## config.mk

```make
export PLATFORM = sky130hd
export DESIGN_NAME = fifo_stream_reader
export DESIGN_NICKNAME = d
export VERILOG_FILES = /design/src/rtl/fifo_pkg.sv /design/src/rtl/skid_buffer.sv /design/src/rtl/fifo_stream_reader.sv
export SDC_FILE = /design/constraint.sdc
export NUM_CORES = 1
export LEC_CHECK = 0
export BUFFER_PORTS_ARGS = -buffer_cell sky130_fd_sc_hd__buf_2
export CAP_MARGIN = 20
export CORE_MARGIN = 4
export CORE_UTILIZATION = 59
export CTS_CLUSTER_SIZE = 8
export DETAILED_ROUTE_END_ITERATION = 8
export PLACE_DENSITY = 0.89
export REMOVE_ABC_BUFFERS = 1
export SETUP_SLACK_MARGIN = 0.5
export SYNTH_ARGS = -nofsm -noshare
export SYNTH_HDL_FRONTEND = slang
export SYNTH_SLANG_ARGS = --single-unit
```

## constraint.sdc

```tcl
create_clock -name clk -period 2.9 [get_ports clk]
set_input_delay 0.58 -clock clk [delete_from_list [all_inputs] [get_ports clk]]
set_output_delay 0.58 -clock clk [all_outputs]
set_load 0.005 [all_outputs]
```

## src/rtl/fifo_pkg.sv

```systemverilog
// Shared constants and helpers for the sync_fifo read-side stream adapter.
package fifo_pkg;

    localparam int FIFO_DATA_WIDTH  = 8;
    localparam int READ_LATENCY_MIN = 1;
    localparam int READ_LATENCY_MAX = 2;

    // Number of bits needed to represent 0..value-1.
    function automatic int clog2(input int value);
        int bits;
        bits = 0;
        for (int i = 0; i < 31; i++) begin
            if ((1 << i) < value) bits = i + 1;
        end
        return bits;
    endfunction

endpackage

```

## src/rtl/skid_buffer.sv

```systemverilog
// Circular word store behind the FIFO read port, with a separate occupancy count
// so that a full buffer and an empty buffer can never be confused.
module skid_buffer
    import fifo_pkg::*;
#(
    parameter int  DATA_WIDTH = FIFO_DATA_WIDTH,
    parameter int  DEPTH      = 3,
    localparam int PTR_W      = clog2(DEPTH),
    localparam int OCC_W      = clog2(DEPTH + 1)
) (
    input  logic                  clk,
    input  logic                  reset,
    input  logic                  push,
    input  logic [DATA_WIDTH-1:0] push_data,
    input  logic                  pop,
    output logic [DATA_WIDTH-1:0] head_data,
    output logic [OCC_W-1:0]      occ
);

    logic [DATA_WIDTH-1:0] mem [DEPTH];
    logic [PTR_W-1:0]      head;
    logic [PTR_W-1:0]      tail;

    function automatic logic [PTR_W-1:0] ptr_inc(input logic [PTR_W-1:0] p);
        return (p == PTR_W'(DEPTH - 1)) ? '0 : p + 1'b1;
    endfunction

    // Storage is cleared on reset so the head word reads as zero until refilled.
    always_ff @(posedge clk or negedge reset) begin
        if (!reset) begin
            for (int i = 0; i < DEPTH; i++) mem[i] <= '0;
            head <= '0;
            tail <= '0;
            occ  <= '0;
        end else begin
            if (push) begin
                mem[tail] <= push_data;
                tail      <= ptr_inc(tail);
            end
            if (pop) head <= ptr_inc(head);
            if (push && !pop)      occ <= occ + 1'b1;
            else if (pop && !push) occ <= occ - 1'b1;
        end
    end

    assign head_data = mem[head];

endmodule

```

## src/rtl/fifo_stream_reader.sv

```systemverilog
// Pops sync_fifo words and presents them as a bubble-free valid/ready stream;
// read issue depends only on registered state, never on m_ready.
module fifo_stream_reader
    import fifo_pkg::*;
#(
    parameter int DATA_WIDTH   = FIFO_DATA_WIDTH,
    parameter int READ_LATENCY = 1,
    parameter int CNT_WIDTH    = 16
) (
    input  logic                  clk,
    input  logic                  reset,
    input  logic                  en,
    output logic                  fifo_rd_en,
    input  logic [DATA_WIDTH-1:0] fifo_dout,
    input  logic                  fifo_empty,
    output logic                  m_valid,
    input  logic                  m_ready,
    output logic [DATA_WIDTH-1:0] m_data,
    output logic [CNT_WIDTH-1:0]  word_cnt,
    output logic                  idle
);

    localparam int BUF_DEPTH = READ_LATENCY + 2;
    localparam int OCC_W     = clog2(BUF_DEPTH + 1);
    localparam int LVL_W     = clog2(BUF_DEPTH + READ_LATENCY + 1);

    if (READ_LATENCY < READ_LATENCY_MIN || READ_LATENCY > READ_LATENCY_MAX) begin : g_bad_latency
        $error("fifo_stream_reader: READ_LATENCY must be 1 or 2");
    end

    logic [READ_LATENCY-1:0] pipe;
    logic [READ_LATENCY-1:0] pipe_nxt;
    logic [OCC_W-1:0]        occ;
    logic [OCC_W-1:0]        occ_nxt;
    logic [LVL_W-1:0]        inflight;
    logic [LVL_W-1:0]        level;
    logic                    run;
    logic                    capture;
    logic                    pop;

    always_comb begin
        inflight = '0;
        for (int i = 0; i < READ_LATENCY; i++) inflight = inflight + LVL_W'(pipe[i]);
    end

    assign level = LVL_W'(occ) + inflight;

    // run is cleared by reset, which keeps the strobe low while reset is held.
    assign fifo_rd_en = run & en & ~fifo_empty & (level < LVL_W'(BUF_DEPTH));
    assign capture    = pipe[READ_LATENCY-1];
    assign m_valid    = (occ != '0);
    assign pop        = m_valid & m_ready;
    assign pipe_nxt   = READ_LATENCY'({pipe, fifo_rd_en});
    assign occ_nxt    = occ + OCC_W'(capture) - OCC_W'(pop);

    skid_buffer #(
        .DATA_WIDTH (DATA_WIDTH),
        .DEPTH      (BUF_DEPTH)
    ) u_skid (
        .clk       (clk),
        .reset     (reset),
        .push      (capture),
        .push_data (fifo_dout),
        .pop       (pop),
        .head_data (m_data),
        .occ       (occ)
    );

    always_ff @(posedge clk or negedge reset) begin
        if (!reset) begin
            run      <= 1'b0;
            pipe     <= '0;
            word_cnt <= '0;
            idle     <= 1'b1;
        end else begin
            run  <= 1'b1;
            pipe <= pipe_nxt;
            if (pop) word_cnt <= word_cnt + 1'b1;
            idle <= ~en & (occ_nxt == '0) & (pipe_nxt == '0);
        end
    end

    a_no_capture_full: assert property (@(posedge clk) disable iff (!reset)
        capture |-> (occ != OCC_W'(BUF_DEPTH)));

    a_no_read_empty: assert property (@(posedge clk) disable iff (!reset)
        fifo_rd_en |-> !fifo_empty);

endmodule

```

==> run_results.csv <==
group,metric,value,unit
detailed_routing,drtIter0Drc,39,
sta,clock.fmax,432,MHz
job,maxCapViolCount,0,
clock_network,cts_buffer_depth,2,
clock_network,cts.sinks,49,
placement,dp_hpwl,2840,µm
logic_synthesis,synthDistinctLibCells,32,
clock_network,cts_buffers,5,
sta,fin_crit_sh,79.8,%
worst_setup_path,worstSetupPathType,"reg -> out",
detailed_routing,vias,1484,
cells_and_area,final_cells,275,
die,fp.dieArea,0.00482,mm²
logic_synthesis,async_flop_share,100,%
sta,rsz0062_at_grt,"false",
global_routing,grt_max_degree,28,
detailed_routing,drt-met1-wl,1770,µm
placement,placed_cells,265,
cells_and_area,syn_to_final_growth,18.7,%
die,io-pin-count,40,
die,die_y,69.4,µm
detailed_routing,post_drt_wl_per_cell,15.2,µm
global_routing,overflow,0,
die,die_w,69.4,µm
detailed_routing,viasPerCell,5.40,
min_path,hp-class,"in -> async",
worst_setup_path,critPathCaptureType,"output pin",
cells_and_area,diodes,0,
cells_and_area,nNetsFinal,245,
outcome,outcome,"finished, final reports clean",
power_and_ir_drop,vdd_drop_max,0.579,mV
global_routing,antenna_found_initial,0,
power_and_ir_drop,p_per_area,983,mW/mm²
detailed_routing,wl,4180,µm
worst_setup_path,crit_required,2.32,ns
sta,skew,0.00283,ns
clock_network,hold_buffers,0,
clock_network,cts_root_buffer,"clkbuf_8",
worst_setup_path,critical_path_arrival,1.73,ns
sta,slew_viol_final,0,
sta,holdWs,0.231,ns
detailed_routing,first_pass_iters,4,
sta,min_period,2.31,ns
global_routing,grt_pass1_wl,7160,µm
logic_synthesis,synth.avg_cell_area,12.3,µm²
logic_synthesis,yosys_warnings,0,
detailed_routing,drtAntennaViolNets,0,
worst_setup_path,crit_fanout,2,
detailed_routing,wl_met3,246,µm
global_routing,first_global_vias,1536,
clock_network,cts_tree,"done",
placement,io_buffers,39,
logic_synthesis,ys_seq_area_share,55.1,%
placement,gp_congestion,0.727,
die,start_util,60.8,%
logic_synthesis,ys_seq_elements,49,
detailed_routing,highest_layer,"met4",
logic_synthesis,ys.flop_type,"dfrtp_1",
logic_synthesis,synth_edf_count,0,
power_and_ir_drop,power.leakage,1.28,nW
clock_network,clk_latency,0.31,ns
detailed_routing,wl_met2,2070,µm
global_routing,grtUsageTotal,18.9,%
worst_setup_path,cp-start-kind,"flip-flop",
logic_synthesis,synth_area,0.00223,mm²
sta,slew_headroom,49.3,%
sta,hold_violations,0,
clock_network,h-tree-depth,2,
cells_and_area,layout-drive-gt1-share,37.9,%
clock_network,clk_pin_slew,0.08,ns
sta,final-setup-viol-count,0,
die,rows,22,
logic_synthesis,syn_inst,181,
sta,tightest_slew,0.757,ns
detailed_routing,drc,0,
die,core,0.00366,mm²
sta,tns,0,ns
## Yosys cell counts, types with 2 or more instances
| library cell | instances | area [µm²] |
|---|---|---|
| dfrtp_1 | 48 | 1200 |
| mux2_2 | 24 | 270 |
| nand2_1 | 21 | 78.8 |
| xnor2_1 | 12 | 105 |
| o21ai_0 | 10 | 50.1 |
| mux2i_1 | 8 | 80.1 |
| xor2_1 | 8 | 70.1 |
| inv_1 | 7 | 26.3 |
| nor3_1 | 7 | 35.0 |
| ha_1 | 6 | 75.1 |
| nand3_1 | 4 | 20.0 |
| clkbuf_1 | 3 | 11.3 |
| nor2_1 | 3 | 11.3 |
| nand4_1 | 2 | 12.5 |
## per-stage QoR
stage | area [µm²] | setup slack (ns) | util (%) | power [W]
after global placement | 2470 | 0.781 | 67.6 | 0.00195
after CTS | 2640 | 0.561 | 72.2 | 0.00261
after floorplan | 2210 | 0.880 | - | 0.00168
after detailed placement | 2470 | 0.596 | 67.6 | 0.00200
after global routing | 2640 | 0.517 | 72.2 | 0.00277
final | 2640 | 0.587 | 72.2 | 0.00260
## timing repair
item / CTS / global route
gates cloned: 0 / 0
resized for setup: 4 / 0
pin swaps: 0 / 1
hold endpoints to repair: 0 / 0
buffers inserted: 2 / 0
setup endpoints to repair: 2 / 1
## final timing paths
| path | slack (ns) | depth (start not counted) | from | endpoint |
|---|---|---|---|---|
| max | 0.59 | 4 | u_skid.occ[0]$_DFFE_PN0P_ | fifo_rd_en |
| min | 0.23 | 1 | reset | word_cnt[6]$_DFFE_PN0P_ |
| max reg2reg | 0.92 | 10 | u_skid.occ[0]$_DFFE_PN0P_ | idle$_DFF_PN1_ |
| min reg2reg | 0.49 | 1 | word_cnt[14]$_DFFE_PN0P_ | word_cnt[14]$_DFFE_PN0P_ |
| max in group asynchronous | 1.94 | 2 | reset | word_cnt[13]$_DFFE_PN0P_ |
| min in group clk | 0.41 | 2 | en | idle$_DFF_PN1_ |
## layer usage
| layer | track usage [%] | up-vias |
|---|---|---|
| met3 | 4.93 | 10 |
| met2 | 30.1 | 44 |
| li1 | - | 710 |
| met1 | 23.5 | 720 |
| met5 | 0 | - |
| met4 | 10.2 | 0 |
## worst max-delay path, cell delays in order, from the launching register on
cell	delay (ns)
dfrtp_1	0.39
ha_1	0.21
ha_1	0.32
a2111oi_4	0.33
buf_2	0.17
## logic make-up after synthesis
kind of cell,Yosys count,synth area share (%)
AOI/OAI and AO/OA,13,3.37
xor gates and xnor gates,20,7.87
adders and majority gates,6,3.37
buffers and inverters,12,2.30
DFF,49,55.1
muxes,32,15.7
other,1,0.168
and+or+nand+nor,48,12.1
## registers in the layout (all words and copies together) (netlist names)
| register | count |
|---|---|
| u_skid.tail | 2 |
| capture | 1 |
| idle | 1 |
| run | 1 |
| word_cnt | 16 |
| u_skid.mem | 24 |
| u_skid.occ | 2 |
| u_skid.head | 2 |
## cells in the final DEF, fill, tap and decap left out, types with 2 or more instances in the layout
cell type  Yosys  routed
xnor2_1       12      12
ha_1           6       6
mux2_2        24      24
mux2i_1        8       8
inv_1          7       7
o21ai_0       10      10
nor3_1         7       7
bufinv_16      0       2
nand2_1       21      21
dfrtp_1       48      48
clkbuf_8       0       5
nand3_1        4       4
nand4_1        2       2
nor2_1         3       3
xor2_1         8       8
buf_4          0       3
buf_2          1      39
## report_power, final
| group | internal, W | switching (W) | leakage, nW |
|---|---|---|---|
| logic | 0.000470 | 0.000375 | 0.623 |
| registers | 0.000948 | 0.000237 | 0.591 |
| clock network | 0.000342 | 0.000225 | 0.0681 |
| total | 0.00176 | 0.000837 | 1.28 |
## final cells by class
type                            instances  area (µm²)
Sequential cell                        49        1230
Clock inverter                          3        65.1
Clock buffer                            5        68.8
Fill cell                             270        1020
Timing Repair Buffer                   42         218
Multi-Input combinational cell        120         970
Inverter                                8        35.0
Tap cell                               48        60.1
Note: power is estimated with default switching activity, not from simulation.
